==> config.mk <==
export PLATFORM = sky130hd
export DESIGN_NAME = jtag_tap_target
export DESIGN_NICKNAME = d
export VERILOG_FILES = /design/src/rtl/jtag_tap_target.sv
export SDC_FILE = /design/constraint.sdc
export NUM_CORES = 1
export LEC_CHECK = 0
export ABC_AREA = 1
export BUFFER_PORTS_ARGS = -buffer_cell sky130_fd_sc_hd__buf_2
export CAP_MARGIN = 0
export CORE_MARGIN = 1.5
export CORE_UTILIZATION = 40
export CTS_BUF_LIST = sky130_fd_sc_hd__clkbuf_4
export DETAILED_ROUTE_END_ITERATION = 6
export GPL_TIMING_DRIVEN = 0
export PLACE_DENSITY = 0.63
export SLEW_MARGIN = 20
export SYNTH_ARGS = -nofsm -noshare
export SYNTH_HDL_FRONTEND = slang
export SYNTH_SLANG_ARGS = --single-unit
==> constraint.sdc <==
create_clock -name clk -period 3.7 [get_ports clk]
set_input_delay 0.555 -clock clk [delete_from_list [all_inputs] [get_ports clk]]
set_output_delay 0.555 -clock clk [all_outputs]
set_load 0.05 [all_outputs]
==> src/rtl/jtag_tap_target.sv <==
// Target-side JTAG TAP for an ARM JTAG-DP: oversampled tck, 16-state TAP controller,
// IDCODE/DPACC/APACC/ABORT/BYPASS data registers and a req/resp access handshake.
module jtag_tap_target #(
    parameter logic [31:0] IDCODE = 32'h4BA00477,
    parameter int unsigned IRLEN  = 4
) (
    input  logic        clk,
    input  logic        rst,
    input  logic        tck,
    input  logic        tms,
    input  logic        tdi,
    output logic        tdo,
    output logic        req,
    output logic        apndp,
    output logic        rnw,
    output logic [1:0]  addr32,
    output logic [31:0] wdata,
    output logic        abort,
    input  logic        resp,
    input  logic [31:0] rdata,
    input  logic [2:0]  ack_in,
    output logic [3:0]  tap_state
);

    localparam logic [IRLEN-1:0] IrIdcode = IRLEN'(4'hE);
    localparam logic [IRLEN-1:0] IrDpacc  = IRLEN'(4'hA);
    localparam logic [IRLEN-1:0] IrApacc  = IRLEN'(4'hB);
    localparam logic [IRLEN-1:0] IrAbort  = IRLEN'(4'h8);
    localparam logic [2:0]       AckOk    = 3'b010;
    localparam logic [2:0]       AckWait  = 3'b001;

    typedef enum logic [3:0] {
        StTlr, StRti, StSelDr, StCapDr, StShDr, StEx1Dr, StPauDr, StEx2Dr,
        StUpdDr, StSelIr, StCapIr, StShIr, StEx1Ir, StPauIr, StEx2Ir, StUpdIr
    } tap_state_e;

    tap_state_e state_q, state_d;

    logic tck_meta, tck_sync, tck_prev;
    logic tms_meta, tms_sync;
    logic tdi_meta, tdi_sync;
    logic tck_rise, tck_fall;

    logic [IRLEN-1:0] ir_q, ir_sr;
    logic [34:0]      dr_sr;
    logic             pending_q;
    logic [31:0]      last_rdata_q;
    logic [2:0]       last_ack_q;

    always_ff @(posedge clk or posedge rst) begin
        if (rst) begin
            tck_meta <= 1'b0;
            tck_sync <= 1'b0;
            tck_prev <= 1'b0;
            tms_meta <= 1'b0;
            tms_sync <= 1'b0;
            tdi_meta <= 1'b0;
            tdi_sync <= 1'b0;
            state_q  <= StTlr;
        end else begin
            tck_meta <= tck;
            tck_sync <= tck_meta;
            tck_prev <= tck_sync;
            tms_meta <= tms;
            tms_sync <= tms_meta;
            tdi_meta <= tdi;
            tdi_sync <= tdi_meta;
            state_q  <= state_d;
        end
    end

    assign tck_rise  = tck_sync & ~tck_prev;
    assign tck_fall  = ~tck_sync & tck_prev;
    assign tap_state = state_q;

    always_comb begin
        state_d = state_q;
        if (tck_rise) begin
            unique case (state_q)
                StTlr:   state_d = tms_sync ? StTlr   : StRti;
                StRti:   state_d = tms_sync ? StSelDr : StRti;
                StSelDr: state_d = tms_sync ? StSelIr : StCapDr;
                StCapDr: state_d = tms_sync ? StEx1Dr : StShDr;
                StShDr:  state_d = tms_sync ? StEx1Dr : StShDr;
                StEx1Dr: state_d = tms_sync ? StUpdDr : StPauDr;
                StPauDr: state_d = tms_sync ? StEx2Dr : StPauDr;
                StEx2Dr: state_d = tms_sync ? StUpdDr : StShDr;
                StUpdDr: state_d = tms_sync ? StSelDr : StRti;
                StSelIr: state_d = tms_sync ? StTlr   : StCapIr;
                StCapIr: state_d = tms_sync ? StEx1Ir : StShIr;
                StShIr:  state_d = tms_sync ? StEx1Ir : StShIr;
                StEx1Ir: state_d = tms_sync ? StUpdIr : StPauIr;
                StPauIr: state_d = tms_sync ? StEx2Ir : StPauIr;
                StEx2Ir: state_d = tms_sync ? StUpdIr : StShIr;
                StUpdIr: state_d = tms_sync ? StSelDr : StRti;
                default: state_d = StTlr;
            endcase
        end
    end

    logic        dr_is_idcode, dr_is_acc, dr_is_abort;
    logic [2:0]  cap_ack;
    logic [34:0] dr_capture;
    logic        upd_dr, resp_hit, pending_eff, start_acc, abort_hit;

    assign dr_is_idcode = (ir_q == IrIdcode);
    assign dr_is_acc    = (ir_q == IrDpacc) || (ir_q == IrApacc);
    assign dr_is_abort  = (ir_q == IrAbort);
    assign cap_ack      = pending_q ? AckWait : last_ack_q;

    always_comb begin
        dr_capture = '0;
        if (dr_is_idcode) begin
            dr_capture = {3'b000, IDCODE};
        end else if (dr_is_acc) begin
            dr_capture = {last_rdata_q, cap_ack};
        end
    end

    // A response landing with the update retires the old access before the new one starts.
    assign upd_dr      = tck_rise && (state_q == StUpdDr);
    assign resp_hit    = resp && pending_q;
    assign pending_eff = pending_q && !resp;
    assign start_acc   = upd_dr && dr_is_acc && !pending_eff;
    assign abort_hit   = upd_dr && dr_is_abort;

    always_ff @(posedge clk or posedge rst) begin
        if (rst) begin
            ir_q  <= IrIdcode;
            ir_sr <= '0;
            dr_sr <= '0;
            tdo   <= 1'b0;
        end else begin
            if (tck_rise) begin
                if (state_q == StCapIr) begin
                    ir_sr <= IRLEN'(1);
                end else if (state_q == StShIr) begin
                    ir_sr <= {tdi_sync, ir_sr[IRLEN-1:1]};
                end

                if (state_q == StUpdIr) begin
                    ir_q <= ir_sr;
                end else if (state_d == StTlr) begin
                    ir_q <= IrIdcode;
                end

                if (state_q == StCapDr) begin
                    dr_sr <= dr_capture;
                end else if (state_q == StShDr) begin
                    if (dr_is_idcode) begin
                        dr_sr <= {3'b000, tdi_sync, dr_sr[31:1]};
                    end else if (dr_is_acc || dr_is_abort) begin
                        dr_sr <= {tdi_sync, dr_sr[34:1]};
                    end else begin
                        dr_sr <= {34'd0, tdi_sync};
                    end
                end
            end

            if (tck_fall) begin
                if (state_q == StShIr) begin
                    tdo <= ir_sr[0];
                end else if (state_q == StShDr) begin
                    tdo <= dr_sr[0];
                end
            end
        end
    end

    always_ff @(posedge clk or posedge rst) begin
        if (rst) begin
            req          <= 1'b0;
            abort        <= 1'b0;
            apndp        <= 1'b0;
            rnw          <= 1'b0;
            addr32       <= 2'b00;
            wdata        <= 32'd0;
            pending_q    <= 1'b0;
            last_rdata_q <= 32'd0;
            last_ack_q   <= AckOk;
        end else begin
            req       <= start_acc;
            abort     <= abort_hit;
            pending_q <= (pending_eff && !abort_hit) || start_acc;

            if (resp_hit) begin
                last_rdata_q <= rdata;
                last_ack_q   <= ack_in;
            end
            // An abort that cancels an outstanding access leaves WAIT as the reported ack.
            if (abort_hit && pending_eff) begin
                last_ack_q <= AckWait;
            end
            if (start_acc) begin
                apndp  <= (ir_q == IrApacc);
                rnw    <= dr_sr[0];
                addr32 <= dr_sr[2:1];
                wdata  <= dr_sr[34:3];
            end
        end
    end

endmodule

==> results.md, run 1 <==
* CTS Buffer Depth at 2
* Clock Skews at 0.0191 ns
* Max-cap violation count at 0
* Area delta synth->final at 17.6%
* Syn Nets at 643
* Dpl hpwl at 10,200 um
* CTS resizes at 0
* Design area at 6570 um2
* Initial Util at 40.6%
* Worst EP required at 4.11 ns
* Post-synth top area share at 56.0%
* Internal Pwr Total at 2.68 mW
* Worst slack at placement at 1.37 ns
* CP most frequent cell: clkbuf_1
* Worst Hold Slack at 0.0388 ns
* # rows at 43
* CP endpoint kind: register
* Clock Sinks at 129
* Die area at 14,700 um2
* Cts bufs inserted at 17
* Status: finished clean
* Die height at 121 um
* Max-slew violations at 0
* Delay-heaviest family, CP: buffers and inverters
* Synth warn at 0
* Detailed Route WL at 13,800 um
* Sequential area share after synthesis at 57.9%
* CP bufs+invs at 2
* CTS tree: built
* DP Area at 6330 um2
* Reg2Reg Launch Point: pending_q$_DFF_PP0_
* Post-route insts no fill at 902
* Least-Margin Pin Slew at 0.699 ns
* Slew HR at 53.4%
* Vias at 4,614
* First-pass GRT wire length at 22,600 um
* Gr usage total at 20.2%
* Worst setup path start: pending_q$_DFF_PP0_
* Register share of total power at 44.6%
* Layout cells sized above 1 at 24.5%
* Antenna violations before repair at 0
* Leak at 3.33 nW
* I/O pins at 84
* Congestion Overflow GR at 0
* Placed cell count at 869
* Flop and latch count out of synthesis at 129
* Min cycle time layout at 2.08 ns
* Global placement routability congestion at 0.855
* Most common cell after layout, fill and taps aside: dfrtp_1
* Vias per cell at 5.12
* Clock power share at 18.2%
* Post-synth top area cell: dfrtp_1
* Core Util, Final at 47.7%
* TritonRoute pass-1 iters at 6
* Hold Buf Count CTS at 0
* Clock Tree Root: clkbuf_4
* Final setup violating endpoints at 0
* Slowest CP cell: clkbuf_1
* Vias in the first global route at 4,543
* Final ANT Viol Nets at 0
* Fin Setup TNS at 0 ns
* Die width at 121 um
* Post-CTS setup buffers at 0
* Fmax at 480 MHz
* DR iter-0 viols at 309
* Final Hold Fails at 0
* H-tree Lvls at 4
* Period Utilization, post-route at 56.3%
* Most frequent cells in the layout: dfrtp_1 (125), nand2_1 (120), buf_2 (93), inv_1 (68), nor2_1 (46)
* Comb pwr share at 37.2%
* Hold crit path type: input pin to asynchronous set/reset pin
* Nets@finish at 749
* RSZ-0062 raised after global routing: no
* Worst-skew pair later-pin latency at 0.55 ns
* Yosys cell types at 30
* Residual DRC at 0
* Crit path DAT at 2.49 ns
* Cell area after synthesis at 5590 um2
* Top cells by area, synth: dfrtp_1 (56%), nand2_1 (8.1%), inv_1 (4.6%), mux2_2 (4.6%), nand3_1 (3.5%)
* Sw Share at 42.8%
* Routed len/inst at 15.4 um
* Critical path peak fanout at 10
* CP max stage delay at 0.59 ns
* Largest net degree at the start of global routing at 35
* Max VDD drop at 0.365 mV
* Syn Area/Cell at 9.28 um2
* Clock transition at path regs at 0.12 ns
* PnR worst setup slack at 1.62 ns
* Number of port buffers at 83
* Worst-path cell chain: nand2_1, clkbuf_1, clkbuf_1, a21oi_1
* Power, Total at 4.68 mW
* P_sw at 2.01 mW
* CP Launch Type: register
* Pwr dens at 713 nW/um2
* Core ar. at 13,800 um2
* Post-Synthesis Cells at 602
* Path type of the worst setup path: register to register
==> registers in the layout, summed over array words and instances (netlist names), 2 cells and up <==
register      cells
addr32            2
dr_sr            35
ir_q              4
ir_sr             4
last_ack_q        3
last_rdata_q     32
tap_state         4
wdata            32
==> cell type report <==
type	count	area, um2
Fill cell	1360	7200
Inverter	74	282
Sequential cell	129	3230
Antenna cell	1	2.50
Multi-Input combinational cell	373	1940
Clock inverter	9	68.8
Buffer	26	140
Timing Repair Buffer	87	510
Tap cell	180	225
Clock buffer	23	173
==> power groups by stage <==
| stage | logic [mW] | registers, mW | clock network [mW] |
|---|---|---|---|
| finish | 1.74 | 2.09 | 0.852 |
| global route | 1.91 | 2.14 | 0.931 |
| CTS | 1.75 | 2.08 | 0.876 |
| detailed placement | 1.74 | 2.11 | 0 |
| global placement | 1.69 | 2.10 | 0 |
| floorplan | 0.816 | 2.54 | 0 |
==> cell families after synthesis <==
family	count (synthesis)	synth area share (%)
AOI/OAI and AO/OA	121	12.4
buffers and inverters	100	7.48
DFF	129	57.9
muxes	23	4.64
and+or+nand+nor	229	17.6
==> routing by layer <==
layer / vias up / share of wire, % / global-route usage, %
met1: 2219 / 44 / 27.4
met2: 162 / 46 / 31.6
met3: 29 / 7.1 / 4.79
met4: 0 / 2.4 / 7.87
met5: - / 0 / 0
li1: 2204 / - / -
==> synthesized netlist by cell type (all sizes together) <==
| cell | number |
|---|---|
| a211oi | 1 |
| a21oi | 33 |
| a22oi | 5 |
| a32oi | 13 |
| buf | 15 |
| clkbuf | 11 |
| clkinv | 2 |
| dfrtp | 125 |
| dfstp | 4 |
| inv | 72 |
| mux2 | 23 |
| nand2 | 123 |
| nand3 | 40 |
| nand4 | 3 |
| nor2 | 53 |
| nor3 | 9 |
| nor4 | 1 |
| o21ai | 65 |
| o22ai | 3 |
| o31ai | 1 |
==> final timing paths <==
kind / end / slack (ns) / cells after the start
worst min register to register: tck_sync$_DFF_PP0_ / 0.36 / 0
worst max register to register: last_rdata_q[13]$_DFFE_PP0P_ / 1.62 / 4
min in group clk: tms_meta$_DFF_PP0_ / 0.12 / 1
worst min-delay path: req$_DFF_PP0_ / 0.04 / 2
worst max-delay path: last_rdata_q[13]$_DFFE_PP0P_ / 1.62 / 4
max in group asynchronous: last_rdata_q[14]$_DFFE_PP0P_ / 2.87 / 4
Note: power is estimated with default switching activity, not from simulation.
==> inputs of run 2 (changes only) <==
--- a/config.mk
+++ b/config.mk
@@ -5,7 +5,7 @@
 export SDC_FILE = /design/constraint.sdc
 export NUM_CORES = 1
 export LEC_CHECK = 0
-export ABC_AREA = 1
+export ABC_AREA = 0
 export BUFFER_PORTS_ARGS = -buffer_cell sky130_fd_sc_hd__buf_2
 export CAP_MARGIN = 0
 export CORE_MARGIN = 1.5
==> constraint.sdc (replaced) <==
create_clock -name clk -period 1.8 [get_ports clk]
set_input_delay 0.27 -clock clk [delete_from_list [all_inputs] [get_ports clk]]
set_output_delay 0.27 -clock clk [all_outputs]
set_load 0.05 [all_outputs]
==> run 2 against run 1 <==
The run now ends with setup timing left; core utilization increased by 8.2 points; critical endpoint is now wdata[0]$_DFFE_PP0P_; routed wire length decreased by 0.59%; critical path type unchanged; power increased by 120%; setup slack got worse by 1.8 ns; sequential power increased by 110%; highest routed layer unchanged; global-route usage decreased by 0.25 points; fmax increased by 6.4%; hold slack improved by 0.030 ns; combinational power increased by 110%; critical path depth increased by 2; sequential share of layout area decreased by 5.8 points.
==> results.md, run 2 <==
* Most common cell after layout, fill and taps aside: dfrtp_1
* Max VDD drop at 0.562 mV (+54%)
* Vias at 4,276 (-7.3%)
* Min cycle time layout at 1.96 ns (-0.126 ns)
* RSZ-0062 raised after global routing: yes
* GR Layer Usage met2 at 32.0% (+0.39 points)
* Fillers at 1,119 (-18%)
* DP Area at 6350 um2 (+0.45%)
* CTS tree: built
* Internal Pwr Total at 6.46 mW (+140%)
* Synth warn at 0 (unchanged)
* Clock Sinks at 129 (unchanged)
* Post-Synthesis Cells at 449 (-25%)
* Post-synth top area cell: dfrtp_1
* Least-Margin Pin Slew at 0.438 ns (-0.261 ns)
* Leak at 3.52 nW (+5.7%)
* Detailed Route WL at 13,800 um (-0.59%)
* Syn Nets at 490 (-24%)
* Fmax at 511 MHz (+6.4%)
* Clock transition at path regs at 0.10 ns (-0.02 ns)
* P_sw at 3.76 mW (+87%)
* Nets@finish at 650 (-13%)
* Number of flip-flops in the largest register at 35 (unchanged)
* Area delta synth->final at 34.7%
* Routed len/inst at 17.2 um (+12%)
* DR iter-0 viols at 361 (+17%)
* Register share of total power at 43.0% (-1.6 points)
* Hold crit path type: input pin to register
* Core Util, Final at 55.9% (+8.2 points)
* Sw Share at 36.8% (-6.1 points)
* Critical path peak fanout at 10 (unchanged)
* Number of port buffers at 83 (unchanged)
* First-pass GRT wire length at 22,100 um (-2.4%)
* Gr usage total at 20.0% (-0.25 points)
* Global placement routability congestion at 0.868 (+1.5%)
* Antenna violations before repair at 0 (unchanged)
* Max-cap violation count at 0 (unchanged)
* Status: finished with violations
* Reg2Reg Launch Point: tap_state[1]$_DFF_PP0_
* Design area at 7460 um2 (+13%)
* Syn Area/Cell at 12.3 um2 (+33%)
* CP Launch Type: register
* Clock Tree Root: clkbuf_4
* Most frequent cells in the layout: dfrtp_1 (121), buf_2 (89), mux2_2 (52), dlygate4sd3_1 (39), nand2_1 (33)
* Flop and latch count out of synthesis at 129 (unchanged)
* Worst hold stages at 2
* Layer with the highest usage: met2
* Congestion Overflow GR at 0 (unchanged)
* I/O pins at 84 (unchanged)
* R2r endpoint: wdata[0]$_DFFE_PP0P_
* Layout cells sized above 1 at 44.2% (+20 points)
* Die width at 121 um (-0.46%)
* Cell area after synthesis at 5530 um2 (-0.94%)
* Post-synth top area share at 56.5% (+0.53 points)
* Dpl hpwl at 9200 um (-10%)
* Ant. Diodes at 0 (-1)
* Most frequent cells after synthesis: dfrtp_1 (125), mux2_2 (52), nand2_1 (35)
* Min-Delay Startpoint: resp
* H-tree Lvls at 4 (unchanged)
* Period Utilization, post-route at 109% (+52 points)
* Clock power share at 21.4% (+3.2 points)
* GR Util met1 at 25.9% (-1.5 points)
* PnR worst setup slack at -0.157 ns (-1.77 ns)
* Core ar. at 13,300 um2 (-3.1%)
* Slew HR at 70.7% (+17 points)
* Comb pwr share at 35.6% (-1.6 points)
* Worst-skew pair later-pin latency at 0.56 ns (about the same)
* Sequential area share after synthesis at 58.4% (+0.55 points)
* CP most frequent cell: buf_12
* Yosys cell types at 50 (+67%)
* Crit path DAT at 2.40 ns (-0.09 ns)
* Routing usage on met3 at 6.04% (+1.2 points)
* Worst-path cell chain: nor3b_4, nand3_2, or3b_4, buf_12, buf_12, mux2_4
* Slowest CP cell: dfrtp_2
* Largest net degree at the start of global routing at 31 (-11%)
* Max-slew violations at 0 (unchanged)
* Worst EP required at 2.24 ns (-1.87 ns)
* TritonRoute pass-1 iters at 4 (-2)
* Path type of the worst setup path: register to register
* Top cells by area, synth: dfrtp_1 (57%), mux2_2 (11%), mux2_4 (4.9%), a32oi_1 (4.4%), nand2_1 (2.4%)
* Asr flop ratio synth at 100% (unchanged)
* WHS Endpoint: last_ack_q[1]$_DFFE_PP1P_
* Largest Register: dr_sr
* Fin Setup TNS at -7.35 ns (-7.35 ns)
* Cts bufs inserted at 17 (unchanged)
* CTS Buffer Depth at 2 (unchanged)
* Post-synth top flop: dfrtp_1
* Final ANT Viol Nets at 0 (unchanged)
* Power, Total at 10.2 mW (+120%)
* Worst reg2reg setup slack at -0.16 ns (-1.77 ns)
* # rows at 42 (-2.3%)
* Count leader, synth: dfrtp_1
* Number of enable flip-flop cells after synthesis at 0 (unchanged)
* Regs by FF count: dr_sr (35), last_rdata_q (32), wdata (32)
* Final setup violating endpoints at 69 (+69)
* Die height at 121 um (-0.46%)
* Clock Skews at 0.0199 ns (+0.000751 ns)
* Failing checks: setup timing
* Vias per cell at 5.36 (+4.8%)
* Initial Util at 41.5% (+0.90 points)
* CP max stage delay at 0.46 ns (-0.13 ns)
* Final Hold Fails at 0 (unchanged)
* Worst Hold Slack at 0.0692 ns (+0.0304 ns)
* CP endpoint kind: register
* Residual DRC at 0 (unchanged)
* Die area at 14,500 um2 (-0.92%)
* Worst R2R Path Depth at 6 (+2)
* Pwr dens at 1370 nW/um2 (+92%)
* Vias in the first global route at 4,261 (-6.2%)
-- run 2: cell types whose count changed in the layout (fill, tap and decap cells not counted), sizes merged, moves of 33 or more --
cell         change
nand2           -88
inv             -65
mux2            +47
dlygate4sd3     +39
nor2            -37
o21ai           -33
-- run 2: area by class of cell --
class                   instances  area [um2]  area share, %
repair buffers                143        1080           14.4
inverters                       7        30.0          0.403
clock buffers                  21         158           2.11
flip-flops and latches        129        3240           43.4
plain buffers                  32         305           4.09
clock inverters                11         163           2.18
well taps                     176         220           2.95
multi-input cells             279        2260           30.4
-- run 2: critical path: cells and delay by family (launching register included) --
kind / cells / cell delay (ns)
and+or+nand+nor: 3 / 0.79
DFF: 1 / 0.46
buffers and inverters: 2 / 0.29
muxes: 1 / 0.29
-- run 2: cells by family (layout without fill, tap and decap cells) --
kind of cell    after synthesis  in the layout  synth area share, %
mux                          71             71                 15.6
compound gates              111            111                 13.6
buf+inv                      41            214                 3.28
flops                       129            129                 58.4
simple gates                 97             97                 9.09
-- run 2: power groups by stage --
stage	Sequential, mW	Combinational [mW]	Clock (mW)
5_1_grt	4.49	3.93	2.39
3_5_place_dp	4.39	3.12	0
2_1_floorplan	4.63	1.98	0
6_report	4.39	3.64	2.19
4_1_cts	4.37	3.49	2.26
3_3_place_gp	4.36	3.01	0
-- run 2: stage by stage --
step	setup WS [ns]	instances
2_1_floorplan	-0.200	449
3_3_place_gp	-1.02	708
3_5_place_dp	-0.358	712
4_1_cts	-0.161	796
5_1_grt	-0.218	798
6_report	-0.157	798
-- run 2: repair_timing --
| action | CTS | global route |
|---|---|---|
| endpoints found under the setup margin | 102 | 80 |
| hold endpoints to repair | 54 | 0 |
| setup buffers | 13 | 1 |
| pin swaps | 4 | 4 |
| cloned | 2 | 1 |
| hold buffers | 39 | 0 |
| gates resized for setup | 50 | 40 |
-- run 2: metal layers --
| metal | up-vias | routed length [um] |
|---|---|---|
| met5 | - | 0 |
| met1 | 2138 | 6230 |
| met4 | 0 | 266 |
| met3 | 25 | 736 |
| met2 | 132 | 6540 |
| li1 | 1981 | - |
-- run 2: how the worst max path moves through the flow --
stage                           start                      to  slack [ns]
2_1_floorplan                     rst  tap_state[0]$_DFF_PP0_       -0.20
3_3_place_gp                      rst  tap_state[1]$_DFF_PP0_       -1.02
3_5_place_dp      ir_q[1]$_DFFE_PP1P_    dr_sr[1]$_DFFE_PP0P_       -0.36
4_1_cts        tap_state[1]$_DFF_PP0_   wdata[17]$_DFFE_PP0P_       -0.16
5_1_grt        tap_state[1]$_DFF_PP0_   wdata[15]$_DFFE_PP0P_       -0.22
6_report       tap_state[1]$_DFF_PP0_    wdata[0]$_DFFE_PP0P_       -0.16
==> inputs of run 3 (changes only) <==
--- a/config.mk
+++ b/config.mk
@@ -9,11 +9,11 @@
 export BUFFER_PORTS_ARGS = -buffer_cell sky130_fd_sc_hd__buf_2
 export CAP_MARGIN = 0
 export CORE_MARGIN = 1.5
-export CORE_UTILIZATION = 40
+export CORE_UTILIZATION = 53
 export CTS_BUF_LIST = sky130_fd_sc_hd__clkbuf_4
 export DETAILED_ROUTE_END_ITERATION = 6
 export GPL_TIMING_DRIVEN = 0
-export PLACE_DENSITY = 0.63
+export PLACE_DENSITY = 0.79
 export SLEW_MARGIN = 20
 export SYNTH_ARGS = -nofsm -noshare
 export SYNTH_HDL_FRONTEND = slang
==> constraint.sdc (replaced) <==
create_clock -name clk -period 1.8 [get_ports clk]
set_input_delay 0.36 -clock clk [delete_from_list [all_inputs] [get_ports clk]]
set_output_delay 0.36 -clock clk [all_outputs]
set_load 0.05 [all_outputs]
==> run 3 against run 2 <==
The flow still finishes with violations (setup timing); critical path type unchanged; via count rose by 3.3%; largest cell class unchanged; die area down 24%; cell count is 7.8% lower; routed wire length increased by 11%.
==> results.md, run 3 (synthesis gave the netlist of run 2 again) <==
* Vias in the first global route at 4,291 (+0.70%)
* Max-cap violation count at 0 (unchanged)
* Period Utilization, post-route at 110% (+1.7 points)
* Clock Skews at 0.0290 ns (+0.00911 ns)
* Largest Register: dr_sr
* Clock power share at 20.7% (-0.7 points)
* Pwr dens at 1460 nW/um2 (+6.4%)
* Internal Pwr Total at 6.62 mW (+2.5%)
* Core ar. at 10,200 um2 (-23%)
* Worst EP required at 2.25 ns (about the same)
* # rows at 37 (-12%)
* Cts bufs inserted at 17 (unchanged)
* Gr usage total at 25.6% (+5.7 points)
* Layout cells sized above 1 at 53.9% (+9.7 points)
* Most common cell after layout, fill and taps aside: dfrtp_1
* Routed len/inst at 20.8 um (+21%)
* Worst-skew pair later-pin latency at 0.56 ns (about the same)
* Power, Total at 10.9 mW (+6.3%)
* Most frequent cells in the layout: dfrtp_1 (120), buf_2 (89), mux2_2 (51), a32oi_1 (25), clkbuf_4 (23)
* Post-route insts no fill at 736 (-7.8%)
* Fmax at 503 MHz (-1.5%)
* Path type of the worst setup path: register to register
* Die area at 11,100 um2 (-24%)
* Slew HR at 70.0% (-0.67 points)
* Final setup violating endpoints at 72 (+4.3%)
* Least-Margin Pin Slew at 0.449 ns (+0.0109 ns)
* Crit path DAT at 2.44 ns (+0.04 ns)
* Clock Tree Root: clkbuf_4
* Comb pwr share at 38.5% (+2.9 points)
* Detailed Route WL at 15,300 um (+11%)
* Placed cell count at 672 (-5.6%)
* Initial Util at 54.1% (+13 points)
* First-pass GRT wire length at 21,700 um (-1.9%)
* Vias at 4,415 (+3.3%)
* Leak at 3.52 nW (+0.13%)
* Nets@finish at 627 (-3.5%)
* Number of port buffers at 83 (unchanged)
* PnR worst setup slack at -0.187 ns (-0.0298 ns)
* Final Hold Fails at 0 (unchanged)
* Residual DRC at 0 (unchanged)
* Critical path peak fanout at 5 (-5)
* Final ANT Viol Nets at 0 (unchanged)
* Vias per cell at 6.00 (+12%)
* Worst reg2reg setup slack at -0.19 ns (-0.03 ns)
* Regs by FF count: dr_sr (35), last_rdata_q (32), wdata (32)
* Die height at 105 um (-13%)
* Global placement routability congestion at 0.840 (-3.2%)
* Max-slew violations at 0 (unchanged)
* RSZ-0062 raised after global routing: yes
* CP endpoint kind: register
* R2r endpoint: dr_sr[6]$_DFFE_PP0P_
* TritonRoute pass-1 iters at 5 (+1)
* Worst hold stages at 2 (unchanged)
* Number of flip-flops in the largest register at 35 (unchanged)
* CP Launch Type: register
* Clock transition at path regs at 0.13 ns (+0.03 ns)
* Die width at 105 um (-13%)
* Min-Delay Startpoint: rdata[24]
* H-tree Lvls at 4 (unchanged)
* Hold crit path type: input pin to register
* Antenna violations before repair at 1 (+1)
* Failing checks: setup timing
* WHS Endpoint: last_rdata_q[24]$_DFFE_PP0P_
* Register share of total power at 40.9% (-2.1 points)
* Reg2Reg Launch Point: tap_state[1]$_DFF_PP0_
* Min cycle time layout at 1.99 ns (+0.0298 ns)
* Sw Share at 39.0% (+2.2 points)
* Status: finished with violations
* Area delta synth->final at 34.6%
* DR iter-0 viols at 328 (-9.1%)
* Largest net degree at the start of global routing at 37 (+19%)
* Dpl hpwl at 8850 um (-3.8%)
* P_sw at 4.24 mW (+13%)
* CTS Buffer Depth at 2 (unchanged)
* Worst R2R Path Depth at 7 (+1)
* Congestion Overflow GR at 0 (unchanged)
* CTS tree: built
* Max VDD drop at 0.691 mV (+23%)
* Clock Sinks at 129 (unchanged)
* I/O pins at 84 (unchanged)
run 3: changes by cell type in the layout (fill, tap and decap cells not counted), sizes merged:
cell,change
clkbuf,-2
buf,+12
clkinv,+1
diode,+1
dlygate4sd3,-35
inv,+1
run 3: layer usage:
metal / wire [um] / GRT usage (%) / share of wire [%]
met5: 0 / 0 / 0
met3: 834 / 4.55 / 5.4
met4: 519 / 13.6 / 3.4
met2: 7810 / 42.5 / 51
met1: 6160 / 32.1 / 40
run 3: timing repair:
action	in CTS	in global routing
setup buffers	19	6
hold buffers	4	0
pin swaps	3	21
gates resized for setup	61	94
setup endpoints to repair	102	82
gates cloned	2	4
hold endpoints to repair	31	0
run 3: cell type report:
class / instances / area (um2)
plain buffers: 32 / 310
diodes: 1 / 2.50
multi-input cells: 279 / 2440
well taps: 136 / 170
clock inverters: 13 / 188
clock buffers: 19 / 143
repair buffers: 120 / 927
fillers: 633 / 2780
flip-flops and latches: 129 / 3240
inverters: 7 / 30.0
run 3: through the flow:
stage | setup WS, ns | TNS (ns) | utilization [%] | hold WS (ns) | area [um2]
6_report | -0.187 | -8.86 | 72.8 | 0.0272 | 7450
5_1_grt | -0.241 | -12.38 | 72.8 | 0.0172 | 7450
4_1_cts | -0.128 | -4.41 | 68.6 | 0.00700 | 7020
3_5_place_dp | -0.309 | -15.30 | 61.6 | 0.335 | 6300
3_3_place_gp | -1.07 | -124.85 | 60.8 | 0.332 | 6220
2_1_floorplan | -0.290 | -24.03 | - | 0.331 | 5630
run 3: power by group through the flow:
| stage | logic, mW | clock network, mW | registers (mW) |
|---|---|---|---|
| 2_1_floorplan | 1.98 | 0 | 4.63 |
| 6_report | 4.17 | 2.25 | 4.44 |
| 3_3_place_gp | 2.97 | 0 | 4.34 |
| 5_1_grt | 4.40 | 2.40 | 4.52 |
| 3_5_place_dp | 3.13 | 0 | 4.38 |
| 4_1_cts | 3.46 | 2.25 | 4.34 |
run 3: worst max-delay path by stage:
stage,slack (ns),endpoint,startpoint,cells after the start
finish,-0.19,dr_sr[6]$_DFFE_PP0P_,tap_state[1]$_DFF_PP0_,7
global route,-0.24,wdata[0]$_DFFE_PP0P_,tck_prev$_DFF_PP0_,6
CTS,-0.13,dr_sr[25]$_DFFE_PP0P_,tap_state[1]$_DFF_PP0_,7
detailed placement,-0.31,dr_sr[2]$_DFFE_PP0P_,ir_q[1]$_DFFE_PP1P_,6
global placement,-1.07,tap_state[0]$_DFF_PP0_,rst,2
floorplan,-0.29,tap_state[0]$_DFF_PP0_,rst,1
run 3: critical path, stage by stage (launching register included):
cell and delay, ns:
dfrtp_2 0.45, buf_6 0.13, or3b_4 0.39, a211o_1 0.29
buf_8 0.15, a21oi_4 0.22, clkbuf_16 0.21, a21oi_2 0.05
